--- src/rtl/rr_record_packer.sv ---
// Two-stage record packer: S1 registers a logging unit, S2 holds the compacted record.
// Valid logb payloads are packed toward the LSB behind the logb/loge valid bitmaps.
package rr_record_packer_pkg;

    function automatic int unsigned field_at(input logic [1023:0] vals,
                                             input int unsigned idx,
                                             input int unsigned bits);
        logic [1023:0] shifted;
        int unsigned   result;
        shifted = vals >> (idx * bits);
        result  = 0;
        for (int unsigned b = 0; b < 32; b++) begin
            if (b < bits) result[b] = shifted[b];
        end
        return result;
    endfunction

    function automatic int unsigned field_sum(input logic [1023:0] vals,
                                              input int unsigned cnt,
                                              input int unsigned bits);
        int unsigned total;
        total = 0;
        for (int unsigned i = 0; i < cnt; i++) begin
            total += field_at(vals, i, bits);
        end
        return total;
    endfunction

endpackage

module rr_record_packer
    import rr_record_packer_pkg::*;
#(
    parameter int unsigned LOGB_CHANNEL_CNT      = 4,
    parameter int unsigned LOGE_CHANNEL_CNT      = 4,
    parameter int unsigned RR_CHANNEL_WIDTH_BITS = 8,
    parameter logic [LOGB_CHANNEL_CNT*RR_CHANNEL_WIDTH_BITS-1:0] CHANNEL_WIDTHS =
        {8'd64, 8'd32, 8'd16, 8'd8},
    localparam int unsigned DATA_WIDTH =
        field_sum(1024'(CHANNEL_WIDTHS), LOGB_CHANNEL_CNT, RR_CHANNEL_WIDTH_BITS),
    localparam int unsigned FULL_WIDTH   = DATA_WIDTH + LOGB_CHANNEL_CNT + LOGE_CHANNEL_CNT,
    localparam int unsigned OFFSET_WIDTH = $clog2(FULL_WIDTH + 1)
) (
    input  logic                        clk,
    input  logic                        rst,
    input  logic                        in_valid,
    output logic                        in_ready,
    input  logic [LOGB_CHANNEL_CNT-1:0] in_logb_valid,
    input  logic [LOGE_CHANNEL_CNT-1:0] in_loge_valid,
    input  logic [DATA_WIDTH-1:0]       in_logb_data,
    output logic                        out_valid,
    input  logic                        out_ready,
    output logic [FULL_WIDTH-1:0]       out_data,
    output logic [OFFSET_WIDTH-1:0]     out_len,
    output logic [63:0]                 pkt_cnt,
    output logic [31:0]                 drop_cnt
);

    function automatic int unsigned chan_width(input int unsigned i);
        return field_at(1024'(CHANNEL_WIDTHS), i, RR_CHANNEL_WIDTH_BITS);
    endfunction

    function automatic int unsigned chan_base(input int unsigned i);
        return field_sum(1024'(CHANNEL_WIDTHS), i, RR_CHANNEL_WIDTH_BITS);
    endfunction

    function automatic logic [FULL_WIDTH-1:0] chan_mask(input int unsigned i);
        logic [FULL_WIDTH-1:0] m;
        m = '0;
        for (int unsigned b = 0; b < FULL_WIDTH; b++) begin
            if (b < chan_width(i)) m[b] = 1'b1;
        end
        return m;
    endfunction

    logic                        running;
    logic                        s1_v;
    logic [LOGB_CHANNEL_CNT-1:0] s1_logb;
    logic [LOGE_CHANNEL_CNT-1:0] s1_loge;
    logic [DATA_WIDTH-1:0]       s1_data;

    logic                        s2_adv;
    logic                        s1_adv;
    logic                        s1_empty;
    logic [FULL_WIDTH-1:0]       ext_data;
    logic [FULL_WIDTH-1:0]       chunk;
    logic [FULL_WIDTH-1:0]       packed_data;
    logic [OFFSET_WIDTH-1:0]     packed_len;
    logic [OFFSET_WIDTH-1:0]     offset;

    always_comb begin
        s2_adv   = !out_valid || out_ready;
        s1_adv   = !s1_v || s2_adv;
        // running holds in_ready low until the first clock edge after reset release
        in_ready = running && s1_adv;
        s1_empty = (s1_logb == '0) && (s1_loge == '0);
    end

    always_comb begin
        ext_data    = FULL_WIDTH'(s1_data);
        chunk       = '0;
        packed_data = '0;
        packed_data[LOGB_CHANNEL_CNT-1:0]                 = s1_logb;
        packed_data[LOGB_CHANNEL_CNT +: LOGE_CHANNEL_CNT] = s1_loge;
        offset      = OFFSET_WIDTH'(LOGB_CHANNEL_CNT + LOGE_CHANNEL_CNT);
        for (int unsigned i = 0; i < LOGB_CHANNEL_CNT; i++) begin
            if (s1_logb[i]) begin
                chunk       = (ext_data >> chan_base(i)) & chan_mask(i);
                packed_data = packed_data | (chunk << offset);
                offset      = offset + OFFSET_WIDTH'(chan_width(i));
            end
        end
        packed_len = offset;
    end

    always_ff @(posedge clk or posedge rst) begin
        if (rst) begin
            running   <= 1'b0;
            s1_v      <= 1'b0;
            s1_logb   <= '0;
            s1_loge   <= '0;
            s1_data   <= '0;
            out_valid <= 1'b0;
            out_data  <= '0;
            out_len   <= '0;
            pkt_cnt   <= '0;
            drop_cnt  <= '0;
        end else begin
            running <= 1'b1;

            if (in_ready) begin
                s1_v <= in_valid;
                if (in_valid) begin
                    s1_logb <= in_logb_valid;
                    s1_loge <= in_loge_valid;
                    s1_data <= in_logb_data;
                end
            end

            // Empty units retire from S1 here and never reach the output register
            if (s2_adv) begin
                out_valid <= s1_v && !s1_empty;
                if (s1_v && !s1_empty) begin
                    out_data <= packed_data;
                    out_len  <= packed_len;
                end
            end

            if (s1_v && s2_adv && s1_empty) drop_cnt <= drop_cnt + 32'd1;
            if (out_valid && out_ready)     pkt_cnt  <= pkt_cnt + 64'd1;
        end
    end

endmodule

--- config.mk ---
export PLATFORM = sky130hd
export DESIGN_NAME = rr_record_packer
export DESIGN_NICKNAME = d
export VERILOG_FILES = /design/src/rtl/rr_record_packer.sv
export SDC_FILE = /design/constraint.sdc
export NUM_CORES = 1
export LEC_CHECK = 0
export BUFFER_PORTS_ARGS = -buffer_cell sky130_fd_sc_hd__buf_2
export CORE_UTILIZATION = 60
export DETAILED_ROUTE_END_ITERATION = 8
export PLACE_DENSITY = 0.91
export SLEW_MARGIN = 30
export SYNTH_ARGS = -nofsm -noshare
export SYNTH_HDL_FRONTEND = slang
export SYNTH_SLANG_ARGS = --single-unit --ignore-timing --ignore-initial --compat-mode --unroll-limit 50000
--- constraint.sdc ---
create_clock -name clk -period 21.7 [get_ports clk]
set_input_delay 3.255 -clock clk [delete_from_list [all_inputs] [get_ports clk]]
set_output_delay 3.255 -clock clk [all_outputs]
set_load 0.01 [all_outputs]
==> results.sh, run 1 <==
export IMPL_drt_wl_total_um=64800
export IMPL_grt_antenna_before_repair=2
export IMPL_place_port_buffers=362
export IMPL_ir_worst_vdd_mv=0.0892
export IMPL_clock_path_buffers=3
export IMPL_path_clk_slew_ns=0.07
export IMPL_yosys_top_cells_area="dfrtp_1 49%, mux2_2 11%, mux4_2 3.9%"
export IMPL_power_frac_seq_pct=38.0
export IMPL_synthFlopType="dfrtp_1"
export IMPL_synth_warnings=0
export IMPL_worst_path_most_repeated_cell="buf_2"
export IMPL_stdcell_count=2359
export IMPL_synth_edff_count=0
export IMPL_cts_tree="yes"
export IMPL_drc=5
export IMPL_hold_path_depth=1
export IMPL_crit_family="compound AO/OA/AOI/OAI gates"
export IMPL_finClkSkew_ns=0.0225
export IMPL_drtPass1Iterations=9
export IMPL_critPathSlowestCell="o21a_1"
export IMPL_grt_pass1_wl_um=94400
export IMPL_clkPwrFrac_pct=26.4
export IMPL_tightest_slew_ns=1.03
export IMPL_htree_levels=2
export IMPL_worst_r2r_startpoint="s1_logb[0]"
export IMPL_setup_tns_ns=0
export IMPL_hold_buffers=0
export IMPL_pwr_share_comb_pct=35.6
export IMPL_ioPinCount=366
export IMPL_whs_endpoint="drop_cnt[31]"
export IMPL_crit_buf_inv=2
export IMPL_ys_ff_latch=360
export IMPL_cpPeakStageDelay_ns=0.32
export IMPL_hold_viol=0
export IMPL_yosys_top_cells_count="360 x dfrtp_1, 184 x mux2_2, 147 x nand2_1"
export IMPL_synthMostInstantiatedCell="dfrtp_1"
export IMPL_fmax_mhz=135
export IMPL_slew_headroom_pct=31.0
export IMPL_synth_area_um2=18400
export IMPL_dieArea_um2=31400
export IMPL_worstReg2RegEnd="out_data[115]"
export IMPL_synth_cell_type_count=56
export IMPL_startpoint_type="primary input"
export IMPL_core_rowCount=63
export IMPL_clk_latency_ns=0.54
export IMPL_chipWidth_um=177
export IMPL_cts_setup_buffers=0
export IMPL_post_dp_cell_area_um2=20400
export IMPL_grt_pass1_vias=15300
export IMPL_p_leak_uw=0.0102
export IMPL_async_reset_ff_share_pct=100
export IMPL_wl_per_cell_um=27.5
export IMPL_ys_seq_area_share_pct=49.0
export IMPL_core_area_um2=29900
export IMPL_syn_inst=1644
export IMPL_via_per_inst=6.82
export IMPL_min_path_type="reg2reg"
export IMPL_worstSetupEndpointType="output port"
export IMPL_r2r_slack_ns=16.69
export IMPL_dp_cells=2289
export IMPL_worstSetupPathType="in2out"
export IMPL_critPathArrivalTime_ns=4.17
export IMPL_hold_path_startpoint="drop_cnt[31]"
export IMPL_status="complete, but fails checks"
export IMPL_final_util_pct=72.7
export IMPL_drive_gt1_share_pct=34.8
export IMPL_yosysTopAreaCellShare_pct=49.0
export IMPL_syn_avg_cell_area_um2=11.2
export IMPL_r2r_cells=8
export IMPL_netSwitchingFraction_pct=38.6
export IMPL_yosys_area_top_type="dfrtp_1"
export IMPL_grt_max_degree=129
export IMPL_setup_violations=0
export IMPL_vias=16100
export IMPL_grt_overflow_total=0
export IMPL_rsz0062_at_grt="no"
export IMPL_p_switching_uw=1010
export IMPL_slew_viol_final=0
export IMPL_min_period_ns=7.43
export IMPL_cts_buffers=38
export IMPL_final_nets=2078
export IMPL_required_ns=18.45
export IMPL_drtAntennaViolNets=0
export IMPL_timing_final_crit_share_pct=34.2
export IMPL_cts_sinks=360
export IMPL_power_density_nw_per_um2=121
export IMPL_gp_congestion=0.989
export IMPL_drv_cap=0
export IMPL_failed_checks="DRC"
export IMPL_cts_resized=0
export IMPL_fp_dieH_um=177
export IMPL_first_iter_violations=2175
export IMPL_cell_internal_pwr_uw=1610
export IMPL_cp_max_fo=8
export IMPL_finalInstanceArea_um2=21700
export IMPL_cp_cell_sequence="buf_2 -> nand2b_1 -> o21a_1 -> buf_2"
export IMPL_hpwlAfterDp_um=46500
export IMPL_startpoint="out_ready"
export IMPL_syn_to_final_growth_pct=18.1
export IMPL_cts_root_buf="clkbuf_16"
export IMPL_start_util_pct=61.6
export IMPL_grtUsageTotal_pct=40.6
stage by stage:
stage                     setup WS [ns]  power (uW)  hold slack [ns]
after global routing              14.21        2700            0.477
after global placement            14.32        1880            0.451
after detailed placement          14.28        1900            0.457
after floorplan                    8.45        1500            0.480
final                             14.27        2620            0.468
after CTS                         14.27        2590            0.468
worst register-to-register path, delay by kind of cell (launching register included):
kind | cells | cell delay (ns)
AO/OA/AOI/OAI | 2 | 0.55
adder cells (fa/ha/maj) | 1 | 0.74
buffers and inverters | 2 | 1.60
flip-flops | 1 | 0.89
multiplexers | 2 | 0.96
AND/OR/NAND/NOR | 1 | 0.14
placed cells by master, fill, tap and decap left out, types with 11 or more instances in the layout:
cell       count
buf_2        362
dfrtp_1      359
mux2_2       184
nand2_1      146
nor2_1       118
o21ai_0       64
xnor2_1       52
mux2i_1       50
nand3_1       43
a22o_1        43
xor2_1        42
a221oi_1      41
clkbuf_16     39
a21oi_1       38
mux4_2        32
a22oi_1       31
nand4_1       25
nor3_1        21
a221o_1       16
a222oi_1      15
buf_4         15
inv_1         13
nand2b_1      13
o21a_1        11
and3_1        11
clkbuf_8      11
state kept, by name, indices dropped and copies added (netlist names):
signal	cells
s1_loge	4
pkt_cnt	64
out_len	5
out_data	128
s1_v	1
s1_data	120
s1_logb	4
drop_cnt	32
running	1
out_valid	1
layer usage:
metal,track usage (%),vias up,part of all wire (%)
met5,0,-,0.025
met4,22.6,2,6.4
met3,10.1,259,12
met2,63.0,1220,45
met1,52.3,7892,36
li1,-,6708,-
layout make-up:
| class | instances | area, um^2 |
|---|---|---|
| clock inverter | 11 | 175 |
| clock buffer | 57 | 1150 |
| multi-input combinational | 1143 | 8840 |
| timing repair buffer | 381 | 1990 |
| inverter | 16 | 72.6 |
| tap | 390 | 488 |
| antenna | 1 | 2.50 |
| fill | 2052 | 8140 |
| sequential | 360 | 9010 |
cells by family after synthesis:
group | synth area share [%]
xor+xnor | 4.47
buf+inv | 3.35
mux | 17.9
flops | 49.0
fa+ha+maj | 0.408
other cells | 0.0408
simple gates | 11.0
compound gates | 13.8
power groups by stage:
stage | Clock (uW) | Combinational [uW] | Sequential, uW
global route | 720 | 979 | 1000
global placement | 0 | 888 | 987
floorplan | 0 | 532 | 970
CTS | 695 | 911 | 984
detailed placement | 0 | 903 | 993
finish | 693 | 935 | 996
worst max-delay path by stage:
| stage | slack (ns) | cells after the start | endpoint |
|---|---|---|---|
| detailed placement | 14.28 | 4 | in_ready |
| floorplan | 8.45 | 1 | drop_cnt[0] |
| global placement | 14.32 | 4 | in_ready |
| finish | 14.27 | 4 | in_ready |
| CTS | 14.27 | 4 | in_ready |
| global route | 14.21 | 4 | in_ready |
Power figures use the tool's default switching activity.
==> inputs of run 2 (changes only) <==
--- a/config.mk
+++ b/config.mk
@@ -5,10 +5,11 @@
 export SDC_FILE = /design/constraint.sdc
 export NUM_CORES = 1
 export LEC_CHECK = 0
+export ABC_AREA = 1
 export BUFFER_PORTS_ARGS = -buffer_cell sky130_fd_sc_hd__buf_2
-export CORE_UTILIZATION = 60
+export CORE_UTILIZATION = 57
 export DETAILED_ROUTE_END_ITERATION = 8
-export PLACE_DENSITY = 0.91
+export PLACE_DENSITY = 0.86
 export SLEW_MARGIN = 30
 export SYNTH_ARGS = -nofsm -noshare
 export SYNTH_HDL_FRONTEND = slang
==> constraint.sdc (replaced) <==
create_clock -name clk -period 7.43 [get_ports clk]
set_input_delay 1.1145 -clock clk [delete_from_list [all_inputs] [get_ports clk]]
set_output_delay 1.1145 -clock clk [all_outputs]
set_load 0.01 [all_outputs]
==> run 2 against run 1 <==
Net effect: the run now ends clean; design area rose by 9.5%; cell count rose by 58%; register-to-register slack got worse by 13 ns; global-route usage up 3.8 points; sequential power grew to 2.9 times the previous value; utilization fell by 5.8 points; via count rose by 38%; wire length grew 26%; combinational power rose to 3.2 times the previous value; power rose to 3.0 times the previous value; non-clock buffer count grew 5; critical path type is now reg2reg.
==> results.sh, run 2 <==
export IMPL_status="finished clean"
export IMPL_hold_buffers=0
export IMPL_startpoint_type="register"
export IMPL_timing_final_crit_share_pct=54.6
export IMPL_hold_ws_ns=0.477
export IMPL_ioPinCount=366
export IMPL_chipWidth_um=192
export IMPL_hpwlAfterDp_um=60300
export IMPL_clk_latency_ns=0.58
export IMPL_slew_headroom_pct=27.3
export IMPL_cts_buffers=40
export IMPL_vias=22100
export IMPL_synth_warnings=0
export IMPL_setup_tns_ns=0
export IMPL_layout_commonest_cell="nand2_1"
export IMPL_core_rowCount=69
export IMPL_syn_to_final_growth_pct=15.7
export IMPL_grtUsageMet3_pct=8.88
export IMPL_syn_avg_cell_area_um2=6.96
export IMPL_grt_pass1_vias=20500
export IMPL_fmax_mhz=246
export IMPL_place_port_buffers=362
export IMPL_synthFlopType="dfrtp_1"
export IMPL_grt_antenna_before_repair=1
export IMPL_finClkSkew_ns=0.0208
export IMPL_yosys_top_cells_area="dfrtp_1 44%, nand2_1 21%, nand3_1 5.7%"
export IMPL_setup_violations=0
export IMPL_dieArea_um2=36800
export IMPL_gr_usage_met1_pct=58.4
export IMPL_min_path_type="reg2reg"
export IMPL_final_nets=3363
export IMPL_grt_pass1_wl_um=122000
export IMPL_worstSetupPathType="reg2reg"
export IMPL_regMostFlops="out_data"
export IMPL_wl_per_cell_um=22.0
export IMPL_slew_viol_final=0
export IMPL_yosys_area_top_type="dfrtp_1"
export IMPL_required_ns=7.93
export IMPL_ir_worst_vdd_mv=0.217
export IMPL_synth_top_family_by_area="simple AND/OR/NAND/NOR gates"
export IMPL_synth_cell_type_count=46
export IMPL_cts_sinks=360
export IMPL_cts_root_buf="clkbuf_16"
export IMPL_drtPass1Iterations=9
export IMPL_synthSimpleGateAreaFrac_pct=38.2
export IMPL_drt_wl_total_um=81800
export IMPL_worstSetupEndpointType="register"
export IMPL_synthAdderAreaFrac_pct=0.365
export IMPL_top_regs="out_data (128), s1_data (120), pkt_cnt (64)"
export IMPL_cts_tree="yes"
export IMPL_synth_area_um2=20600
export IMPL_grt_overflow_total=0
export IMPL_start_util_pct=57.8
export IMPL_synthXorXnorAreaFrac_pct=2.38
export IMPL_drc=0
export IMPL_path_clk_slew_ns=0.06
export IMPL_synth_compound_area_share_pct=8.49
export IMPL_drv_cap=0
export IMPL_muxShareOfSynthArea_pct=0
export IMPL_min_period_ns=4.06
export IMPL_yosysTopAreaCellShare_pct=43.8
export IMPL_globalRouteMet2Util_pct=66.2
export IMPL_critPathArrivalTime_ns=4.56
export IMPL_htree_levels=2
export IMPL_grt_max_degree=108
export IMPL_ys_seq_area_share_pct=43.8
export IMPL_power_density_nw_per_um2=333
export IMPL_drtAntennaViolNets=0
export IMPL_core_area_um2=35600
export IMPL_cp_max_fo=97
export IMPL_grt_busiest_layer="met2"
export IMPL_cts_resized=0
export IMPL_via_per_inst=5.95
export IMPL_final_cell_mix="1170 x nand2_1, 362 x buf_2, 359 x dfrtp_1"
export IMPL_async_reset_ff_share_pct=100
export IMPL_hold_viol=0
export IMPL_rsz0062_at_grt="no"
export IMPL_fin_ws_ns=3.37
export IMPL_ys_ff_latch=360
export IMPL_largest_reg_flops=128
export IMPL_p_leak_uw=0.0124
export IMPL_gp_congestion=1.02
export IMPL_post_place_ws_ns=3.52
export IMPL_finalInstanceArea_um2=23800
export IMPL_r2r_slack_ns=3.37
export IMPL_yosys_top_cells_count="1171 x nand2_1, 360 x dfrtp_1, 310 x nor2_1"
export IMPL_tightest_slew_ns=1.08
export IMPL_fp_dieH_um=192
export IMPL_antennaDiodeCount=0
export IMPL_synth_edff_count=0
export IMPL_cts_setup_buffers=0
export IMPL_clock_path_buffers=3
export IMPL_first_iter_violations=2691
export IMPL_power_uw=7930
export IMPL_syn_inst=2954
export IMPL_synthMostInstantiatedCell="nand2_1"
export IMPL_grtUsageTotal_pct=44.4
export IMPL_drive_gt1_share_pct=16.0
export IMPL_post_dp_cell_area_um2=22400
==> run 2: cell types whose count changed after synthesis, sizes merged, moves of 30 or more <==
| cell | change |
|---|---|
| a22o | -37 |
| nor2 | +213 |
| nor3 | +30 |
| mux4 | -32 |
| nand3 | +193 |
| mux2 | -184 |
| inv | +150 |
| buf | +38 |
| a221oi | -41 |
| o21ai | +103 |
| nand2 | +1030 |
| mux2i | -50 |
| a21oi | +61 |
==> run 2: report_power, final <==
group | switching (uW) | total (uW) | leakage (uW) | internal (uW)
sequential | 443 | 2850 | 0.00448 | 2410
combinational | 2150 | 3010 | 0.00730 | 863
clock | 876 | 2060 | 0.000663 | 1190
total | 3470 | 7930 | 0.0124 | 4460
==> run 2: layout make-up <==
class,instances,area (um^2)
multi-input cells,2270,10200
inverters,167,637
well taps,461,577
repair buffers,386,2020
flip-flops and latches,360,9010
clock buffers,54,1170
fillers,3173,11800
clock inverters,18,170
==> run 2: routing by layer <==
metal | up-vias | part of all wire (%)
li1 | 9966 | -
met2 | 1459 | 44
met1 | 10400 | 37
met4 | 0 | 7.3
met5 | - | 0
met3 | 268 | 11
==> run 2: per-stage QoR <==
| stage | util (%) | instances |
|---|---|---|
| after floorplan | - | 2956 |
| after CTS | 66.8 | 3716 |
| final | 66.9 | 3716 |
| after detailed placement | 63.1 | 3644 |
| after global routing | 66.9 | 3716 |
| after global placement | 63.0 | 3644 |
==> run 2: final timing paths <==
kind,startpoint,to,cells after the start
setup / recovery,s1_logb[0],out_data[19],8
hold / removal,out_data[101],out_data[101],2
setup reg to reg,s1_logb[0],out_data[19],8
hold reg to reg,out_data[101],out_data[101],2
max in group asynchronous,rst,drop_cnt[18],3
min in group asynchronous,rst,out_data[75],2
==> run 2: cell families (layout without fill, tap and decap cells) <==
group	after synthesis	count (layout)
AO/OA/AOI/OAI	322	322
other	2	4
flip-flops	360	360
buffers and inverters	326	625
AND/OR/NAND/NOR	1883	1883
adder cells (fa/ha/maj)	6	6
XOR/XNOR	55	55
==> run 2: critical path: stages, from the launching register on <==
cell and delay [ns]:
dfrtp_4 0.79, inv_2 0.26, ha_2 0.94, inv_6 0.44, o21ai_0 0.99, nand2_1 0.19, nand4_1 0.15, nor2_1 0.05
nor2_1 0.08
